`src/rtl/spi_frame_slave.sv`:
```
// rtl/spi_frame_slave.sv - SPI mode-0 frame slave with header check and error counting
//
// Moves one BUFFER_SIZE-bit frame per chip-select window. MOSI is shifted into
// rx_shift on SCLK rising edges. tx_data, latched at chip-select fall, is shifted
// out MSB first on MISO, updating on SCLK falling edges. When chip select rises,
// the frame is accepted only if exactly BUFFER_SIZE bits arrived and the
// byte-reassembled header equals MSGID.
//
// Ports:
//   clk        system clock (>= 4x SCLK)
//   rst_n      asynchronous active-low reset
//   mosi       host data in
//   miso       device data out, driven continuously
//   sclk       SPI clock, idle low
//   sel        chip select, active low
//   tx_data    frame to transmit, MSB first
//   rx_data    last accepted frame, MSB first
//   sync       one-cycle pulse per accepted frame
//   frame_err  one-cycle pulse per rejected frame
//   err_count  saturating count of rejected frames
module spi_frame_slave #(
    parameter int          BUFFER_SIZE = 168,
    parameter logic [31:0] MSGID       = 32'h74697277,
    parameter int          SYNC_STAGES = 3
) (
    input  logic                   clk,
    input  logic                   rst_n,
    input  logic                   mosi,
    output logic                   miso,
    input  logic                   sclk,
    input  logic                   sel,
    input  logic [BUFFER_SIZE-1:0] tx_data,
    output logic [BUFFER_SIZE-1:0] rx_data,
    output logic                   sync,
    output logic                   frame_err,
    output logic [7:0]             err_count
);

    localparam int              CW   = $clog2(BUFFER_SIZE + 1);
    localparam logic [CW-1:0]   FULL = CW'(BUFFER_SIZE);

    typedef enum logic [1:0] {
        IDLE  = 2'd0,
        SHIFT = 2'd1,
        CHECK = 2'd2
    } state_t;

    // Synchroniser chains; index 0 is the stage nearest the pin.
    logic [SYNC_STAGES-1:0] sclk_sync_q;
    logic [SYNC_STAGES-1:0] sel_sync_q;
    logic [SYNC_STAGES-1:0] mosi_sync_q;

    state_t                 state_q, state_d;
    logic [BUFFER_SIZE-1:0] rx_shift_q, rx_shift_d;
    logic [BUFFER_SIZE-1:0] tx_shift_q, tx_shift_d;
    logic [BUFFER_SIZE-1:0] rx_data_q, rx_data_d;
    logic [CW-1:0]          bit_cnt_q, bit_cnt_d;
    // Set when a rising SCLK edge arrives after the counter has saturated,
    // so an overlong frame fails the exact-count rule.
    logic                   over_q, over_d;
    logic                   miso_q, miso_d;
    logic                   sync_q, sync_d;
    logic                   ferr_q, ferr_d;
    logic [7:0]             err_cnt_q, err_cnt_d;

    logic        sclk_rise, sclk_fall, sel_rise, sel_fall, mosi_s;
    logic [31:0] hdr;

    always_ff @(posedge clk or negedge rst_n) begin
        if (!rst_n) begin
            sclk_sync_q <= '0;
            sel_sync_q  <= '1;
            mosi_sync_q <= '0;
        end else begin
            sclk_sync_q <= {sclk_sync_q[SYNC_STAGES-2:0], sclk};
            sel_sync_q  <= {sel_sync_q[SYNC_STAGES-2:0], sel};
            mosi_sync_q <= {mosi_sync_q[SYNC_STAGES-2:0], mosi};
        end
    end

    assign sclk_rise = sclk_sync_q[SYNC_STAGES-2] & ~sclk_sync_q[SYNC_STAGES-1];
    assign sclk_fall = ~sclk_sync_q[SYNC_STAGES-2] & sclk_sync_q[SYNC_STAGES-1];
    assign sel_rise  = sel_sync_q[SYNC_STAGES-2] & ~sel_sync_q[SYNC_STAGES-1];
    assign sel_fall  = ~sel_sync_q[SYNC_STAGES-2] & sel_sync_q[SYNC_STAGES-1];
    // MOSI is stable for many clk cycles around the SCLK edge, so the final
    // stage is safe to sample.
    assign mosi_s    = mosi_sync_q[SYNC_STAGES-1];

    // The first byte on the wire lands in the least significant header byte.
    assign hdr = {rx_shift_q[BUFFER_SIZE-25 -: 8], rx_shift_q[BUFFER_SIZE-17 -: 8],
                  rx_shift_q[BUFFER_SIZE-9 -: 8],  rx_shift_q[BUFFER_SIZE-1 -: 8]};

    always_comb begin
        state_d    = state_q;
        rx_shift_d = rx_shift_q;
        tx_shift_d = tx_shift_q;
        rx_data_d  = rx_data_q;
        bit_cnt_d  = bit_cnt_q;
        over_d     = over_q;
        miso_d     = miso_q;
        sync_d     = 1'b0;
        ferr_d     = 1'b0;
        err_cnt_d  = err_cnt_q;

        case (state_q)
            IDLE: begin
                if (sel_fall) begin
                    tx_shift_d = tx_data;
                    bit_cnt_d  = '0;
                    over_d     = 1'b0;
                    miso_d     = tx_data[BUFFER_SIZE-1];
                    state_d    = SHIFT;
                end
            end
            SHIFT: begin
                if (sclk_rise) begin
                    rx_shift_d = {rx_shift_q[BUFFER_SIZE-2:0], mosi_s};
                    if (bit_cnt_q == FULL) begin
                        over_d = 1'b1;
                    end else begin
                        bit_cnt_d = bit_cnt_q + 1'b1;
                    end
                end
                if (sclk_fall) begin
                    if (bit_cnt_q < FULL) begin
                        tx_shift_d = tx_shift_q << 1;
                        miso_d     = tx_shift_q[BUFFER_SIZE-2];
                    end else begin
                        miso_d = 1'b0;
                    end
                end
                if (sel_rise) begin
                    state_d = CHECK;
                end
            end
            CHECK: begin
                if ((bit_cnt_q == FULL) && !over_q && (hdr == MSGID)) begin
                    rx_data_d = rx_shift_q;
                    sync_d    = 1'b1;
                end else begin
                    ferr_d = 1'b1;
                    if (err_cnt_q != 8'hFF) begin
                        err_cnt_d = err_cnt_q + 8'd1;
                    end
                end
                state_d = IDLE;
            end
            default: begin
                state_d = IDLE;
            end
        endcase
    end

    always_ff @(posedge clk or negedge rst_n) begin
        if (!rst_n) begin
            state_q    <= IDLE;
            rx_shift_q <= '0;
            tx_shift_q <= '0;
            rx_data_q  <= '0;
            bit_cnt_q  <= '0;
            over_q     <= 1'b0;
            miso_q     <= 1'b0;
            sync_q     <= 1'b0;
            ferr_q     <= 1'b0;
            err_cnt_q  <= 8'd0;
        end else begin
            state_q    <= state_d;
            rx_shift_q <= rx_shift_d;
            tx_shift_q <= tx_shift_d;
            rx_data_q  <= rx_data_d;
            bit_cnt_q  <= bit_cnt_d;
            over_q     <= over_d;
            miso_q     <= miso_d;
            sync_q     <= sync_d;
            ferr_q     <= ferr_d;
            err_cnt_q  <= err_cnt_d;
        end
    end

    assign miso      = miso_q;
    assign rx_data   = rx_data_q;
    assign sync      = sync_q;
    assign frame_err = ferr_q;
    assign err_count = err_cnt_q;

endmodule

```
`config.mk`:
```
export PLATFORM = sky130hd
export DESIGN_NAME = spi_frame_slave
export DESIGN_NICKNAME = d
export VERILOG_FILES = /design/src/rtl/spi_frame_slave.sv
export SDC_FILE = /design/constraint.sdc
export NUM_CORES = 1
export LEC_CHECK = 0
export BUFFER_PORTS_ARGS = -buffer_cell sky130_fd_sc_hd__buf_4
export CAP_MARGIN = 20
export CORE_MARGIN = 1
export CORE_UTILIZATION = 60
export DETAILED_ROUTE_END_ITERATION = 16
export HOLD_SLACK_MARGIN = 0.05
export PLACE_DENSITY = 0.81
export SLEW_MARGIN = 20
export SYNTH_ARGS = -nofsm -noshare
export SYNTH_HDL_FRONTEND = slang
export SYNTH_SLANG_ARGS = --single-unit
export TNS_END_PERCENT = 30
```
`constraint.sdc`:
```
create_clock -name clk -period 6.6 [get_ports clk]
set_input_delay 0.33 -clock clk [delete_from_list [all_inputs] [get_ports clk]]
set_output_delay 0.33 -clock clk [all_outputs]
set_load 0.02 [all_outputs]
```
==> metrics.csv, run 1 <==
stage,metric,value,unit
status,outcome,completed,
cells_and_area,"most common cell after layout, fill and taps aside",dfrtp_1,
power,clock share of power,0.372,
synthesis,Yosys cell types,40,
placement,RD Place Congestion,0.7477,
hold_path,Worst Hold Path EP,tx_shift_q[148]$_DFFE_PN0P_,
die,I/O pin count,352,
die,Core Area,35480,sq um
drt,drt first pass iters,5,
placement,IO buf count,351,
clock_network,"Clk Latency, worst-skew pair",0.61,ns
critical_path,reg2reg end,rx_data[95]$_DFFE_PN0P_,
timing,fin crit share,0.5378,
cells_and_area,most frequent cells in the layout,"531 x dfrtp_1, 353 x buf_4, 232 x mux2_2, 177 x o21ai_0, 177 x nand2_1",
synthesis,"Avg Cell Area, Syn",13.74,sq um
global_route,GRT Util Overall,0.2571,
critical_path,CP required,7.07,ns
timing,Final setup viols,0,
critical_path,CP Class,flip-flop to flip-flop,
timing,worst-margin pin slew,1.055,ns
drt,DR iter-0 viols,689,
power,Comb pwr share,0.136,
synthesis,syn_nets,1746,
cells_and_area,post-route insts no fill,2564,
critical_path,worst r2r path cells,6,
synthesis,Yosys top cell by area,dfrtp_1,
timing,hold slack,0.06151,ns
timing,TNS Setup,0,ns
placement,placed insts,2298,
power,LEAKAGE,14.47,nW
synthesis,top cell type's share of synthesized area,0.6160,
critical_path,Worst setup EP type,flip-flop,
global_route,pin count of the biggest net entering global routing,334,
cells_and_area,area delta synth->final,29.60,%
die,Starting Density,0.6080,
drt,wire per inst,18.43,microns
hold_path,Worst Hold Class,input port to flip-flop,
die,row cnt,69,
timing,RSZ-0062 raised after global routing,false,
clock_network,CTS max path bufs,3,
cells_and_area,nets@finish,2232,
global_route,vias in the first global route,14427,
timing,Worst slew margin,0.2969,
placement,pre-CTS WS,3.093,ns
die,full die area,36720,sq um
job,Max Cap Viol,0,
synthesis,Area contributors post-synth,"dfrtp_1 62%, mux2_2 12%, mux2i_1 7.7%, mux2_4 5.4%, o21ai_0 4.1%",
clock_network,H-tree depth,2,
global_route,antenna violations before repair,1,
clock_network,Clock Tree Root,clkbuf_16,
cells_and_area,share of post-route cells with drive strength above 1,0.3626,
drt,routed wire length,47.26,mm
timing,worst setup margin,3.050,ns
drt,Via density,5.457,
timing,Max Clk Rate,281.7,MHz
timing,clk_skew,0.02333,ns
synthesis,sequential area share after synthesis,0.6196,
power,PwrDens,291.6,nW/um^2
power,P_sw,2.171,mW
synthesis,share of synthesized flip-flops with an asynchronous set or reset,1.000,
global_route,grt ovf,0,
critical_path,R2R Setup Slk,3.05,ns
drt,DR DRC count,0,
synthesis,Synth Register Bits,534,
hold_path,Hold Crit Depth,3,
synthesis,Post-Syn Area,21570,sq um
critical_path,"Max FO, Critical Path",108,
drt,Routed Antenna Nets,0,
timing,Max Slew Vio Count,0,
power,internal power,5.980,mW
power,Seq pwr share,0.491,
drt,DR vias,13991,
critical_path,Critical R2R Launch,rx_shift_q[137]$_DFFE_PN0P_,
timing,Fin. Hold Viols,0,
clock_network,setup bufs post-CTS,0,
clock_network,CTS sink cnt,534,
clock_network,TritonCTS Buffers,53,
synthesis,most used flip-flop cell after synthesis,dfrtp_1,
power,Design Power,8.151,mW
timing,Tmin final,3.550,ns
global_route,first-pass GRT wire length,74.80,mm
synthesis,Synth Warn #,0,
die,Die Height,191.6,microns
synthesis,"EDFF count, synth",0,
power,Net Sw Frac,0.2664,
clock_network,clock slew at reported path FFs,0.07,ns
die,Die X-Extent,191.6,microns
critical_path,critical path launch point type,flip-flop,
critical_path,crit path DAT,4.02,ns
clock_network,CTS tree,built,
placement,Final HPWL DP,26.06,mm
power,Peak VDD IR,0.2571,mV
hold_path,Hold Startpoint,tx_data[148],
synthesis,Mapped Cells,1570,
==> critical path, cell delays in order, from the launching register on <==
cell	delay, ns
dfrtp_1	0.40
nor4bb_1	0.33
nand4_1	0.20
nor4_4	0.64
nand2_8	0.56
buf_4	0.68
mux2_4	0.43
==> timing repair <==
item | 4_1_cts | 5_1_grt
hold endpoints to repair | 260 | 0
hold buffers | 163 | 0
gates resized for setup | 0 | 0
==> cell families (layout without fill, tap and decap cells) <==
kind of cell,after synthesis,count (layout),synth area share
multiplexers,475,475,0.2517
adder cells (fa/ha/maj),3,3,0.001740
other,0,4,0
flip-flops,534,534,0.6196
AO/OA/AOI/OAI,187,187,0.04455
buffers and inverters,96,625,0.02181
XOR/XNOR,5,5,0.002030
AND/OR/NAND/NOR,270,270,0.05852
==> layout make-up <==
cell class	instances	area, sq um
multi-input cells	940	7782
clock buffers	84	1593
repair buffers	523	4424
well taps	461	576.8
fillers	1996	7526
clock inverters	14	188.9
flip-flops and latches	534	13370
diodes	4	10.01
inverters	4	15.01
==> per-layer routing <==
| layer | part of all wire | vias to the layer above | global-route usage | routed length (microns) |
|---|---|---|---|---|
| met4 | 0.030 | 0 | 0.09341 | 1407 |
| met3 | 0.057 | 108 | 0.06907 | 2687 |
| li1 | - | 6462 | - | - |
| met5 | 0 | - | 0 | 0 |
| met1 | 0.41 | 7061 | 0.3262 | 19530 |
| met2 | 0.50 | 360 | 0.4253 | 23640 |
==> registers in the layout, indices dropped and copies added, names as in the netlist <==
signal	flops
err_count	8
state_q	2
rx_data	168
sync	1
bit_cnt_q	8
mosi_sync_q	3
rx_shift_q	168
sclk_sync_q	3
tx_shift_q	167
over_q	1
frame_err	1
sel_sync_q	3
miso	1
==> Yosys cell counts, types with 2 or more instances <==
| cell | n |
|---|---|
| a21oi_1 | 3 |
| and2_1 | 16 |
| and3_1 | 6 |
| buf_2 | 34 |
| buf_6 | 9 |
| clkbuf_1 | 48 |
| dfrtp_1 | 531 |
| dfstp_2 | 3 |
| ha_1 | 3 |
| inv_1 | 4 |
| mux2_2 | 232 |
| mux2_4 | 77 |
| mux2i_1 | 166 |
| nand2_1 | 177 |
| nand2b_1 | 25 |
| nand3_1 | 7 |
| nand4_1 | 6 |
| nor2_1 | 9 |
| nor2b_1 | 5 |
| nor3_1 | 4 |
| nor4_1 | 3 |
| nor4bb_1 | 4 |
| o21ai_0 | 177 |
| o41ai_1 | 2 |
| xor2_1 | 4 |
==> power by group through the flow <==
| stage | combinational [mW] | sequential (mW) | clock, mW |
|---|---|---|---|
| global placement | 0.931 | 4.00 | 0 |
| global route | 1.24 | 4.05 | 3.22 |
| finish | 1.11 | 4.01 | 3.04 |
| CTS | 1.06 | 3.97 | 3.08 |
| detailed placement | 0.978 | 4.02 | 0 |
| floorplan | 0.674 | 3.96 | 0 |
==> worst max-delay path by stage <==
| stage | startpoint | to | depth (start not counted) | slack (ns) |
|---|---|---|---|---|
| after detailed placement | bit_cnt_q[0]$_DFFE_PN0P_ | rx_data[95]$_DFFE_PN0P_ | 8 | 3.09 |
| final | rx_shift_q[137]$_DFFE_PN0P_ | rx_data[95]$_DFFE_PN0P_ | 6 | 3.05 |
| after floorplan | rx_shift_q[145]$_DFFE_PN0P_ | rx_data[100]$_DFFE_PN0P_ | 7 | 4.46 |
| after CTS | bit_cnt_q[0]$_DFFE_PN0P_ | rx_data[95]$_DFFE_PN0P_ | 8 | 3.09 |
| after global placement | rx_shift_q[137]$_DFFE_PN0P_ | rx_data[107]$_DFFE_PN0P_ | 6 | 3.19 |
| after global routing | bit_cnt_q[0]$_DFFE_PN0P_ | rx_data[95]$_DFFE_PN0P_ | 8 | 2.84 |
==> stage by stage <==
stage	utilization	cell area, sq um
2_1_floorplan	-	21570
3_3_place_gp	0.6906	24510
3_5_place_dp	0.6906	24510
4_1_cts	0.7868	27920
5_1_grt	0.7877	27950
6_report	0.7879	27960
(Power assumes the default switching activity.)
==> run 2, diff against run 1 <==
CORE_UTILIZATION = 51   (was 60)
PLACE_DENSITY = 0.73   (was 0.81)
clock period = 2.9 ns   (was 6.6 ns; I/O delays follow)
==> run 2 against run 1 <==
Effect of this change: highest routed layer unchanged; maximum frequency is 40% higher; setup slack worse by 2.7 ns; final area up 1.7%; critical path type unchanged; clock-buffer cell count is 2 lower; critical endpoint is now rx_data[85]$_DFFE_PN0P_; non-clock buffer count increased by 35; via count is 0.31% higher; sequential share of layout area shrank 0.79 points.
==> metrics.csv, run 2 (synthesis results as in run 1) <==
stage,metric,value,unit,change
timing,Final setup viols,0,,unchanged
power,LEAKAGE,14.68,nW,was 14.47 nW
timing,Tmin final,2.528,ns,was 3.550 ns
clock_network,CTS tree,built,,unchanged
die,Core Area,41290,sq um,was 35480 sq um
cells_and_area,Final Cell Area,28430,sq um,was 27960 sq um
global_route,busiest grt layer,met2,,unchanged
drt,DR vias,14034,,was 13991
placement,IO buf count,351,,unchanged
timing,worst setup margin,0.3717,ns,was 3.050 ns
clock_network,clock slew at reported path FFs,0.06,ns,was 0.07 ns
timing,Max Clk Rate,395.5,MHz,was 281.7 MHz
timing,Worst slew margin,0.4996,,was 0.2969
status,outcome,completed,,unchanged
power,Peak VDD IR,0.5771,mV,was 0.2571 mV
cells_and_area,"most common cell after layout, fill and taps aside",dfrtp_1,,unchanged
die,Die X-Extent,207.7,microns,was 191.6 microns
critical_path,Worst setup EP type,flip-flop,,unchanged
critical_path,crit path DAT,2.99,ns,was 4.02 ns
placement,pre-CTS WS,0.3867,ns,was 3.093 ns
critical_path,"Max FO, Critical Path",34,,was 108
critical_path,CP Class,flip-flop to flip-flop,,unchanged
clock_network,"Clk Latency, worst-skew pair",0.59,ns,was 0.61 ns
clock_network,setup bufs post-CTS,0,,unchanged
global_route,GRT met1 Usage,0.2925,,was 0.3262
critical_path,CP cell instances,inv_1 -> ha_1 -> and3b_1 -> nand4_1 -> nor4_4 -> nand2_8 -> buf_4 -> mux2_4,,was nor4bb_1 -> nand4_1 -> nor4_4 -> nand2_8 -> buf_4 -> mux2_4
cells_and_area,FILL cells,2819,,was 1996
cells_and_area,most frequent cells in the layout,"531 x dfrtp_1, 370 x buf_4, 232 x mux2_2, 177 x o21ai_0, 177 x nand2_1",,"was 531 x dfrtp_1, 353 x buf_4, 232 x mux2_2, 177 x o21ai_0, 177 x nand2_1"
drt,DR iter-0 viols,794,,was 689
die,I/O pin count,352,,unchanged
placement,RD Place Congestion,0.7603,,was 0.7477
power,PwrDens,652.0,nW/um^2,was 291.6 nW/um^2
global_route,global-route met2 utilization,0.3595,,was 0.4253
drt,drt first pass iters,5,,unchanged
die,row cnt,74,,was 69
cells_and_area,area delta synth->final,31.77,%,was 29.60%
timing,Fin. Hold Viols,0,,unchanged
drt,wire per inst,17.67,microns,was 18.43 microns
critical_path,critical path launch point type,flip-flop,,unchanged
global_route,met3 Use GR,0.04191,,was 0.06907
timing,TNS Setup,0,ns,unchanged
job,Max Cap Viol,0,,unchanged
die,full die area,43120,sq um,was 36720 sq um
global_route,pin count of the biggest net entering global routing,103,,was 334
cells_and_area,nets@finish,2268,,was 2232
clock_network,H-tree depth,2,,unchanged
critical_path,"Largest delay share family, worst path",simple AND/OR/NAND/NOR gates,,unchanged
clock_network,CTS max path bufs,3,,unchanged
drt,DR DRC count,0,,unchanged
critical_path,WP buf/inv,2,,was 1
global_route,GRT Util Overall,0.2203,,was 0.2571
timing,RSZ-0062 raised after global routing,false,,unchanged
timing,clk_skew,0.02346,ns,was 0.02333 ns
drt,Routed Antenna Nets,0,,unchanged
critical_path,crit path max-delay cell type,dfrtp_1,,was buf_4
timing,fin crit share,0.8718,,was 0.5378
clock_network,TritonCTS Buffers,54,,was 53
clock_network,Clock Tree Root,clkbuf_16,,unchanged
timing,worst-margin pin slew,0.7506,ns,was 1.055 ns
cells_and_area,share of post-route cells with drive strength above 1,0.3688,,was 0.3626
critical_path,CP required,3.36,ns,was 7.07 ns
global_route,vias in the first global route,14995,,was 14427
critical_path,"slowest stage delay, CP",0.43,ns,was 0.68 ns
die,Starting Density,0.5224,,was 0.6080
global_route,first-pass GRT wire length,77.91,mm,was 74.80 mm
placement,"Cell Area, Placed",24920,sq um,was 24510 sq um
cells_and_area,Final Core Density,0.6884,,was 0.7879
drt,routed wire length,47.10,mm,was 47.26 mm
drt,Via density,5.264,,was 5.457
die,Die Height,207.7,microns,was 191.6 microns
global_route,antenna violations before repair,3,,was 1
timing,Max Slew Vio Count,0,,unchanged
hold_path,Worst Hold Class,input port to asynchronous set/reset pin,,was input port to flip-flop
timing,hold slack,0.1764,ns,was 0.06151 ns
placement,Final HPWL DP,28.63,mm,was 26.06 mm
clock_network,CTS sink cnt,534,,unchanged
global_route,grt ovf,0,,unchanged
[run 2: cell type report]
class                      instances  area, sq um  area share
tap                              532        665.6     0.02342
multi-input combinational        940         7782      0.2738
clock inverter                    13        166.4    0.005854
inverter                           4        15.01   0.0005282
clock buffer                      82         1608     0.05656
timing repair buffer             558         4815      0.1694
sequential                       534        13370      0.4702
antenna                            3        7.507   0.0002641
[run 2: final timing paths]
kind | startpoint | endpoint | slack (ns) | depth (start not counted)
max in group asynchronous | rst_n | tx_shift_q[141]$_DFFE_PN0P_ | 1.78 | 3
max reg2reg | bit_cnt_q[0]$_DFFE_PN0P_ | rx_data[85]$_DFFE_PN0P_ | 0.37 | 8
max | bit_cnt_q[0]$_DFFE_PN0P_ | rx_data[85]$_DFFE_PN0P_ | 0.37 | 8
min reg2reg | mosi_sync_q[0]$_DFF_PN0_ | mosi_sync_q[1]$_DFF_PN0_ | 0.35 | 0
min | rst_n | rx_data[16]$_DFFE_PN0P_ | 0.18 | 2
min in group clk | sel | sel_sync_q[0]$_DFF_PN1_ | 0.23 | 2
[run 2: through the flow]
step | power (mW) | instances
2_1_floorplan | 10.55 | 1570
3_3_place_gp | 11.30 | 2396
3_5_place_dp | 11.46 | 2396
4_1_cts | 18.62 | 2663
5_1_grt | 19.45 | 2666
6_report | 18.53 | 2666
[run 2: repair_timing]
item | CTS | global route
endpoints found under the setup margin | 0 | 0
endpoints found under the hold margin | 255 | 0
resized for setup | 0 | 0
hold buffers | 172 | 0
[run 2: where the power goes]
part / total [mW] / switching, mW / internal, mW
clock: 6.89 / 2.82 / 4.07
combinational: 2.55 / 1.32 / 1.23
sequential: 9.09 / 0.639 / 8.45
[run 2: layer usage]
layer,routed length (microns),vias to the layer above
li1,-,6536
met3,2240,112
met2,23020,368
met1,20370,7018
met5,0,-
met4,1467,0
